$ cat src/rtl/wallace_cpa_pipe_if.sv
// Handshake bundle for the Wallace-tree final adder.
// Upstream rows in, resolved sum out.
interface wallace_cpa_pipe_if #(
  parameter int WIDTH = 16
);
  logic             in_valid;
  logic             in_ready;
  logic [WIDTH-1:0] sum_row;
  logic [WIDTH-1:0] carry_row;
  logic             out_valid;
  logic             out_ready;
  logic [WIDTH-1:0] result;
  logic             cout;

  modport master (
    output in_valid, sum_row, carry_row, out_ready,
    input  in_ready, out_valid, result, cout
  );

  modport slave (
    input  in_valid, sum_row, carry_row, out_ready,
    output in_ready, out_valid, result, cout
  );
endinterface

$ cat src/rtl/wallace_cpa_pipe.sv
// Segmented carry-propagate adder: one SW-bit add per stage,
// carry rippled stage to stage, elastic valid/ready pipeline.
module wallace_cpa_pipe #(
  parameter int WIDTH = 16,
  parameter int SEGS  = 4
) (
  input logic               clk,
  input logic               rst,
  wallace_cpa_pipe_if.slave bus
);
  localparam int SW = WIDTH / SEGS;

  logic [SEGS-1:0]  v;
  logic [SEGS-1:0]  rdy;
  logic [SEGS-1:0]  cy_a;
  logic [WIDTH-1:0] s_a [SEGS];
  logic [WIDTH-1:0] c_a [SEGS];
  logic [WIDTH-1:0] r_a [SEGS];

  // A stage may load if empty or if everything below can move.
  always_comb begin
    rdy = '0;
    rdy[SEGS-1] = !v[SEGS-1] | bus.out_ready;
    for (int k = SEGS - 2; k >= 0; k--) begin
      rdy[k] = !v[k] | rdy[k+1];
    end
  end

  for (genvar k = 0; k < SEGS; k++) begin : g_stg
    logic [WIDTH-1:0] us, uc, ur, nres;
    logic             ucin, uv;
    logic [SW:0]      add;
    logic             vq, cyq;
    logic [WIDTH-1:0] sq, cq, rq;

    if (k == 0) begin : g_first
      assign us   = bus.sum_row;
      assign uc   = bus.carry_row;
      assign ur   = '0;
      assign ucin = 1'b0;
      assign uv   = bus.in_valid;
    end else begin : g_next
      assign us   = s_a[k-1];
      assign uc   = c_a[k-1];
      assign ur   = r_a[k-1];
      assign ucin = cy_a[k-1];
      assign uv   = v[k-1];
    end

    assign add = {1'b0, us[k*SW +: SW]}
               + {1'b0, uc[k*SW +: SW]}
               + (SW+1)'(ucin);

    always_comb begin
      nres = ur;
      nres[k*SW +: SW] = add[SW-1:0];
    end

    always_ff @(posedge clk or posedge rst) begin
      if (rst) begin
        vq  <= 1'b0;
        cyq <= 1'b0;
        sq  <= '0;
        cq  <= '0;
        rq  <= '0;
      end else if (rdy[k]) begin
        vq  <= uv;
        cyq <= add[SW];
        sq  <= us;
        cq  <= uc;
        rq  <= nres;
      end
    end

    assign v[k]    = vq;
    assign cy_a[k] = cyq;
    assign s_a[k]  = sq;
    assign c_a[k]  = cq;
    assign r_a[k]  = rq;
  end

  // The last stage's row copies have no consumer.
  logic unused_tail;
  assign unused_tail = ^{s_a[SEGS-1], c_a[SEGS-1]};

  assign bus.in_ready  = rdy[0];
  assign bus.out_valid = v[SEGS-1];
  assign bus.result    = r_a[SEGS-1];
  assign bus.cout      = cy_a[SEGS-1];
endmodule
$ cat src/flat_wrapper.sv
// flat-port wrapper written by rule: the top's interface ports become plain ports
module wallace_cpa_pipe_flat 
#(
  parameter int WIDTH = 16,
  parameter int SEGS  = 4
)
  (clk, rst, bus_in_valid, bus_sum_row, bus_carry_row, bus_out_ready, bus_in_ready, bus_out_valid, bus_result, bus_cout);
  wallace_cpa_pipe_if #(.WIDTH(WIDTH)) bus_i ();
  input logic clk;
  input logic rst;
  input wire logic [$bits(bus_i.in_valid)-1:0] bus_in_valid;
  input wire logic [$bits(bus_i.sum_row)-1:0] bus_sum_row;
  input wire logic [$bits(bus_i.carry_row)-1:0] bus_carry_row;
  input wire logic [$bits(bus_i.out_ready)-1:0] bus_out_ready;
  output wire logic [$bits(bus_i.in_ready)-1:0] bus_in_ready;
  output wire logic [$bits(bus_i.out_valid)-1:0] bus_out_valid;
  output wire logic [$bits(bus_i.result)-1:0] bus_result;
  output wire logic [$bits(bus_i.cout)-1:0] bus_cout;
  assign bus_i.in_valid = bus_in_valid;
  assign bus_i.sum_row = bus_sum_row;
  assign bus_i.carry_row = bus_carry_row;
  assign bus_i.out_ready = bus_out_ready;
  assign bus_in_ready = bus_i.in_ready;
  assign bus_out_valid = bus_i.out_valid;
  assign bus_result = bus_i.result;
  assign bus_cout = bus_i.cout;
  wallace_cpa_pipe #(.WIDTH(WIDTH), .SEGS(SEGS)) u_core (.clk(clk), .rst(rst), .bus(bus_i));
endmodule
$ cat config.mk
export PLATFORM = sky130hd
export DESIGN_NAME = wallace_cpa_pipe_flat
export DESIGN_NICKNAME = d
export VERILOG_FILES = /design/src/rtl/wallace_cpa_pipe_if.sv /design/src/rtl/wallace_cpa_pipe.sv /design/src/flat_wrapper.sv
export SDC_FILE = /design/constraint.sdc
export NUM_CORES = 1
export LEC_CHECK = 0
export ABC_AREA = 1
export BUFFER_PORTS_ARGS = -buffer_cell sky130_fd_sc_hd__buf_2
export CAP_MARGIN = 25
export CORE_MARGIN = 2
export CORE_UTILIZATION = 55
export CTS_CLUSTER_SIZE = 40
export DETAILED_ROUTE_END_ITERATION = 10
export GPL_ROUTABILITY_DRIVEN = 0
export HOLD_SLACK_MARGIN = 0.05
export PLACE_DENSITY = 0.73
export SLEW_MARGIN = 20
export SYNTH_ARGS = -nofsm -noshare
export SYNTH_HDL_FRONTEND = slang
export SYNTH_SLANG_ARGS = --single-unit
$ cat constraint.sdc
create_clock -name clk -period 3.9 [get_ports clk]
set_input_delay 0.585 -clock clk [delete_from_list [all_inputs] [get_ports clk]]
set_output_delay 0.585 -clock clk [all_outputs]
set_load 0.03 [all_outputs]
## Word-level counts from Yosys, hierarchy flattened

Index checks and enable logic that the tools add are counted.

- Word-level logic and storage cells: 33
- Flip-flop bits (word level): 144
- Memories kept: 0
- Input bits: 36
- Latch bits: 0
- Output and inout bits: 19
- ROM bits: 0
- Bits in writable memories: 0

- Muxes and demuxes: 0
- Reduce and logical (&&, ||, !) cells: 4
- Multipliers: 0
- Bitwise operators: 4
- Magnitude comparators: 0
- Add/subtract/negate cells: 7
- Equality and inequality tests: 0
- Divide/modulo/power cells: 0
- Shifts and indexed selects: 0

Operator list:

| kind | number |
|---|---|
| $add 4x4->5 | 4 |
| $add 5x1->5 | 3 |
| $logic_not 1->1 | 4 |
| $or 1x1->1 | 4 |

## Longest topological paths before layout

Gate-level depths: netlist of run 1.

- Depth after elaboration: 5
- Depth in mapped cells: 8
- Mapped depth without buffers: 7

## Worst setup path before layout of run 1

OpenSTA, ideal clock, no wires.

- Path type: reg-to-output
- Start: register u_core.g_stg[3].vq (netlist: u_core.bus.out_valid)
- End: output port bus_in_ready
- Stages on the path, launching flop included: 6
- Path slack: 2,103 ps
- Buffers on the path: 2
- Data arrival time: 1,212 ps
- Data required time: 3,315 ps
- Cells stage by stage: dfrtp_1 > inv_2 > nor2_4 > nand4_2 > buf_4 > buf_6

- Longest elaborated chain between the ends: 5

Ends and longest elaborated chain:

| element | RTL line | RTL |
|---|---|---|
| start: declaration | wallace_cpa_pipe.sv:33 | `logic vq, cyq;` |
| start signal: assignment | wallace_cpa_pipe.sv:67 | `vq <= uv;` |
| $logic_not 1->1 | wallace_cpa_pipe.sv:23 | `rdy[SEGS-1] = !v[SEGS-1] \| bus.out_ready;` |
| $or 1x1->1 | wallace_cpa_pipe.sv:23 |  |
| $or 1x1->1 (3 in series) | wallace_cpa_pipe.sv:25 | `rdy[k] = !v[k] \| rdy[k+1];` |
| end: declaration | flat_wrapper.sv:15 | `output wire logic [$bits(bus_i.in_ready)-1:0] bus_in_ready;` |

Every way passes these cells.

## Worst setup path in the final report of run 1

Ends and elaborated chain as after synthesis.

==> metrics.txt, run 1 <==
outcome finished clean; Worst path top cell family by delay buffers and inverters; detailed placement HPWL 5.117 mm; count of clock tree sinks 96; synthesized area 4190 um^2; Synth async-reset ratio 1.000; first-pass GRT wire length 12.53 mm; pin count of the biggest net entering global routing 40; I/O pins 55; critical path startpoint category flop; Syn Nets 517; initial antenna violation count 0; Port Buf Inserts 54; worst-margin pin slew 0.4854 ns; cells on worst reg2reg path 7; clk buf depth 2; Die H 91.29 um; fillers 641; Post-CTS Setup Inserts 0; CP Max Fanout 39; Worst Setup Slack, final 1.444 ns; vias per std cell 4.723; final setup vio count 0; total grt overflow 0; CP max stage delay 0.43 ns; total of max-cap violations 0; Tot GR Track Use 0.1894; FF-to-FF Start u_core.bus.out_valid; DRC Markers 0; Die W 91.29 um; skew final 0.01135 ns; count leader, synth nand2_1; Clk pin slew, worst setup/hold paths 0.10 ns; antenna cells 0; total power divided by cell area 572.5 nW/um^2; average cell area after synthesis 9.090 um^2; Starting Density 0.5716; Core Region 7331 um^2; Synth top cells by count nand2_1 (208), dfrtp_1 (96), inv_1 (36); Final Max Slew Viols 0; number of global-route vias before repair 2799; Unique masters post-synth 24; # H-tree levels 3; Post-Place Cell Area 4513 um^2; Seq cells post-synth 96; Crit path required time 3.31 ns; CP endpoint kind output pin; CTS tree yes; crit path DAT 1.87 ns; Avg WL per Cell 11.50 um; dominant synthesized flop cell dfrtp_1; via count 2914; register area share after synthesis 0.5733; Peak Freq 0.4072 GHz; synthesized instance count 461; Post-Route WL 7.094 mm; CTS buffer count 9; cts hold-fix bufs 0; Worst R2R End u_core.g_stg[0].cq[9]; setup TNS 0 ns; Post-synth EDFFs 0; final hold vios 0; CTS root buffer clkbuf_8; pre-CTS setup slack 1.542 ns; WS Path Type flop to output pin; crit share post-route 0.6296; Final ANT Viol Nets 0; critical-path cell list inv_2, nor2_4, nand4_2, buf_4, buf_2; CTS resizes 0; leading area contributor after synthesis dfrtp_1; worst hold path class input port to asynchronous set/reset pin; synth top area cells dfrtp_1 (57%), nand2_1 (19%), o21ai_0 (4.2%); Final #Nets 569; die area 8333 um^2; share of the synthesized area in the top cell type 0.5733; Cell Rows 31; Initial DRC Count 120; multi-input logic area 1539 um^2; final instance area 4686 um^2; Final Critical Period 2.456 ns; hold slack 0.1855 ns; Clk Latency, worst-skew pair 0.36 ns; RSZ-0062 raised after global routing false; reg2reg setup slack 2.06 ns; synth-to-layout area growth 11.82%; relative slew slack 0.6756; Worst path slowest cell dfrtp_1; LEAKAGE 2.539 nW; sequential cell area 2402 um^2; crit path buf inv count 3; share of cells above drive strength 1 0.1757; yosys synthesis warning count 0; TritonRoute pass-1 iters 5; VDD IR max 0.2250 mV
==> cell families after synthesis <==
logic type      share of synthesized area
xor+xnor                         0.006272
flops                              0.5733
simple gates                       0.2302
fa+ha+maj                         0.07226
buf+inv                           0.05942
compound gates                    0.05852
==> power breakdown <==
| part | internal, mW | total (mW) | switching [mW] |
|---|---|---|---|
| Clock | 0.231 | 0.572 | 0.340 |
| Sequential | 1.23 | 1.36 | 0.125 |
| Combinational | 0.257 | 0.752 | 0.495 |
| Total | 1.72 | 2.68 | 0.961 |
==> layout make-up <==
cell class | instances | share of cell area
sequential | 96 | 0.5127
tap | 99 | 0.02644
clock buffer | 9 | 0.02644
multi-input combinational | 308 | 0.3284
timing repair buffer | 57 | 0.06248
inverter | 41 | 0.03311
clock inverter | 7 | 0.01041
==> worst max-delay path by stage <==
stage | from | endpoint | slack, ns | cells past startpoint
after detailed placement | bus_out_ready | bus_in_ready | 1.54 | 5
after global placement | bus_out_ready | bus_in_ready | 1.56 | 5
after CTS | u_core.bus.out_valid | bus_in_ready | 1.39 | 5
after floorplan | rst | u_core.bus.cout | 0.81 | 1
after global routing | u_core.bus.out_valid | bus_in_ready | 1.26 | 5
final | u_core.bus.out_valid | bus_in_ready | 1.44 | 5
==> metal layers <==
| metal | routed length [um] | up-vias | GRT usage | part of all wire |
|---|---|---|---|---|
| met4 | 111 | 0 | 0.08460 | 0.016 |
| met2 | 3211 | 53 | 0.2969 | 0.45 |
| li1 | - | 1526 | - | - |
| met1 | 3537 | 1324 | 0.2652 | 0.50 |
| met3 | 234 | 11 | 0.02739 | 0.033 |
| met5 | 0 | - | 0 | 0 |
==> layout by cell type (no fill, tap or decap) <==
cell and count:
nand3_1 11, nor2_8 1, o21ai_0 35, inv_1 35
clkinv_4 3, a21oi_1 5, clkbuf_8 9, clkinv_2 4
inv_2 5, nor2_1 5, o21ai_1 9, nand2_2 1
nand2_4 2, nand2_1 208, buf_4 3, nor2_4 1
xor2_1 2, clkinvlp_4 1, buf_2 54, ha_1 13
or2_2 6, xnor2_1 1, dfrtp_1 96, fa_1 7
nand4_2 1
==> metrics by stage <==
| stage | power, mW | std cells | util |
|---|---|---|---|
| 5_1_grt | 2.875 | 617 | 0.6392 |
| 3_5_place_dp | 2.141 | 601 | 0.6156 |
| 2_1_floorplan | 1.925 | 461 | - |
| 6_report | 2.683 | 617 | 0.6392 |
| 4_1_cts | 2.709 | 617 | 0.6392 |
| 3_3_place_gp | 2.107 | 601 | 0.6156 |
==> sequential cells by signal, indices dropped and copies added (netlist names) <==
name	cells
u_core.g_stg.cyq	3
u_core.bus.out_valid	1
u_core.g_stg.rq	24
u_core.bus.cout	1
u_core.bus.result	16
u_core.g_stg.vq	3
u_core.g_stg.cq	24
u_core.g_stg.sq	24
Power figures use the tool's default switching activity.
==> run 2, diff against run 1 <==
--- a/config.mk
+++ b/config.mk
@@ -5,16 +5,16 @@
 export SDC_FILE = /design/constraint.sdc
 export NUM_CORES = 1
 export LEC_CHECK = 0
-export ABC_AREA = 1
+export ABC_AREA = 0
 export BUFFER_PORTS_ARGS = -buffer_cell sky130_fd_sc_hd__buf_2
 export CAP_MARGIN = 25
 export CORE_MARGIN = 2
-export CORE_UTILIZATION = 55
+export CORE_UTILIZATION = 52
 export CTS_CLUSTER_SIZE = 40
 export DETAILED_ROUTE_END_ITERATION = 10
 export GPL_ROUTABILITY_DRIVEN = 0
 export HOLD_SLACK_MARGIN = 0.05
-export PLACE_DENSITY = 0.73
+export PLACE_DENSITY = 0.72
 export SLEW_MARGIN = 20
 export SYNTH_ARGS = -nofsm -noshare
 export SYNTH_HDL_FRONTEND = slang
==> constraint.sdc (replaced) <==
create_clock -name clk -period 2 [get_ports clk]
set_input_delay 0.3 -clock clk [delete_from_list [all_inputs] [get_ports clk]]
set_output_delay 0.3 -clock clk [all_outputs]
set_load 0.03 [all_outputs]
==> run 2 against run 1 <==
  * Synthesized cell count is 14% lower
  * Critical endpoint unchanged
  * Critical path type unchanged
  * Power is 110% higher
  * Flip-flop and latch count is the same
  * Via count shrank 5.7%
  * First-iteration DRC count is 30% higher
  * Area after synthesis is 1.2% higher
==> metrics.txt, run 2 <==
placed insts 546; count of clock tree sinks 96; crit share post-route 0.8972; die area 8892 um^2; initial antenna violation count 0; antenna cells 0; CTS resizes 0; Starting Density 0.5431; Unique masters post-synth 34; Synth async-reset ratio 1.000; CTS tree yes; Die H 94.30 um; met1 usage 0.2534; crit path to bus_in_ready; worst hold path class input port to asynchronous set/reset pin; count leader, synth nand2_1; synthesized area 4240 um^2; RSZ-0062 raised after global routing false; GRT Max-Usage Layer met2; I/O pins 55; Initial DRC Count 156; reg2reg setup slack 0.41 ns; yosys synthesis warning count 0; TritonRoute pass-1 iters 4; Worst path slowest cell dfrtp_1; Final ANT Viol Nets 0; synth-to-layout area growth 14.58%; Post-synth EDFFs 0; Final #Nets 511; post-route core utilization 0.6223; CP Max Fanout 7; Crit path required time 1.70 ns; final hold vios 0; Largest regs u_core.g_stg.cq x24, u_core.g_stg.rq x24, u_core.g_stg.sq x24; Final Critical Period 1.794 ns; Avg WL per Cell 12.65 um; average cell area after synthesis 10.65 um^2; leading area contributor after synthesis dfrtp_1; commonest non-fill, non-tap cell in the layout nand2_1; synth top area cells dfrtp_1 (57%), nand2_1 (13%), mux2_4 (9.2%); share of the synthesized area in the top cell type 0.5665; via count 2749; cells on worst reg2reg path 4; post-route non-filler standard cell count 562; met2 Usage GRT 0.2946; synthesized instance count 398; pin count of the biggest net entering global routing 97; Seq cells post-synth 96; first-pass GRT wire length 12.72 mm; CP max stage delay 0.45 ns; detailed placement HPWL 5.221 mm; outcome finished clean; Clk pin slew, worst setup/hold paths 0.09 ns; relative slew slack 0.4233; DRC Markers 0; Worst R2R End u_core.g_stg[1].rq[5]; WS Path Type flop to output pin; setup TNS 0 ns; register area share after synthesis 0.5665; Final Power 5.516 mW; VDD IR max 0.5430 mV; CP endpoint kind output pin; LEAKAGE 2.561 nW; Die W 94.30 um; worst-margin pin slew 0.8633 ns; total of max-cap violations 0; hold slack 0.07238 ns; dominant synthesized flop cell dfrtp_1; vias per std cell 4.891; critical path startpoint category flop; Final Max Slew Viols 0; Core Region 7807 um^2; number of global-route vias before repair 2798; skew final 0.009256 ns; Port Buf Inserts 54; FF-to-FF Start u_core.g_stg[0].cq[4]; critical-path cell list and4b_1, nand2_2, buf_2; Cell Rows 32; critical path startpoint u_core.bus.out_valid; total power divided by cell area 1135 nW/um^2; Synth top cells by count nand2_1 (145), dfrtp_1 (96), mux2_4 (26); Post-CTS Setup Inserts 0; total grt overflow 0; Tot GR Track Use 0.1843; met3 Track Usage GR 0.03692; most frequent cells in the layout nand2_1 (145), dfrtp_1 (96), buf_2 (54), mux2_4 (26), inv_1 (19); cts hold-fix bufs 0; crit path DAT 1.49 ns; share of cells above drive strength 1 0.2326; final setup vio count 0; CTS root buffer clkbuf_8; Clk Latency, worst-skew pair 0.36 ns; # H-tree levels 3; Post-Route WL 7.108 mm; Peak Freq 0.5573 GHz; Syn Nets 454; CTS buffer count 9; clk buf depth 2
run 2: cell types whose count changed in the layout (fill, tap and decap cells not counted), moves of 8 or more:
cell     before  now
a21oi_1       5   13
inv_1        35   19
mux2_4        0   26
nand2_1     208  145
nor2_1        5   14
o21ai_0      35   11
o21ai_1       9    0
run 2: critical path: cells and delay by family, from the launching register on:
kind / cells / cell delay (ns)
flops: 1 / 0.45
buf+inv: 1 / 0.26
simple gates: 2 / 0.43
run 2: logic make-up after synthesis:
group | Yosys count | synth area share
AND/OR/NAND/NOR | 183 | 0.1776
AO/OA/AOI/OAI | 31 | 0.04102
multiplexers | 28 | 0.09678
adder cells (fa/ha/maj) | 20 | 0.07141
buffers and inverters | 36 | 0.03836
flip-flops | 96 | 0.5665
XOR/XNOR | 4 | 0.008264
run 2: how the worst min path moves through the flow:
| stage | start | end | slack, ns | cells past startpoint |
|---|---|---|---|---|
| after floorplan | bus_in_valid | u_core.g_stg[0].vq | 0.41 | 1 |
| after global placement | u_core.bus.result[3] | u_core.bus.result[3] | 0.45 | 2 |
| after detailed placement | u_core.bus.result[4] | u_core.bus.result[4] | 0.45 | 2 |
| after CTS | rst | u_core.bus.result[1] | 0.09 | 3 |
| after global routing | rst | u_core.bus.result[14] | 0.13 | 3 |
| final | rst | u_core.bus.result[14] | 0.07 | 3 |
run 2: area by class of cell:
cell class | instances | area [um^2]
well taps | 102 | 127.6
multi-input cells | 266 | 1675
fillers | 670 | 2949
clock buffers | 9 | 123.9
clock inverters | 7 | 95.09
flip-flops and latches | 96 | 2402
repair buffers | 62 | 355.3
inverters | 20 | 78.83
run 2: where the power goes:
| group | leakage [nW] | total, mW | internal (mW) | switching [mW] |
|---|---|---|---|---|
| Combinational | 1.32 | 1.48 | 0.585 | 0.894 |
| Sequential | 1.13 | 2.67 | 2.40 | 0.271 |
| Clock | 0.110 | 1.36 | 0.706 | 0.659 |
| Total | 2.56 | 5.52 | 3.69 | 1.82 |
run 2: per-layer routing:
metal	vias to the layer above	share of wire
li1	1385	-
met1	1300	0.49
met2	54	0.45
met3	10	0.047
met4	0	0.013
met5	-	0
run 2: stage by stage:
| stage | setup slack [ns] | cell area [um^2] |
|---|---|---|
| 4_1_cts | 0.1897 | 4858 |
| 3_5_place_dp | 0.4167 | 4639 |
| 6_report | 0.2056 | 4858 |
| 5_1_grt | 0.1341 | 4858 |
| 2_1_floorplan | 0.4002 | 4244 |
| 3_3_place_gp | 0.4488 | 4639 |
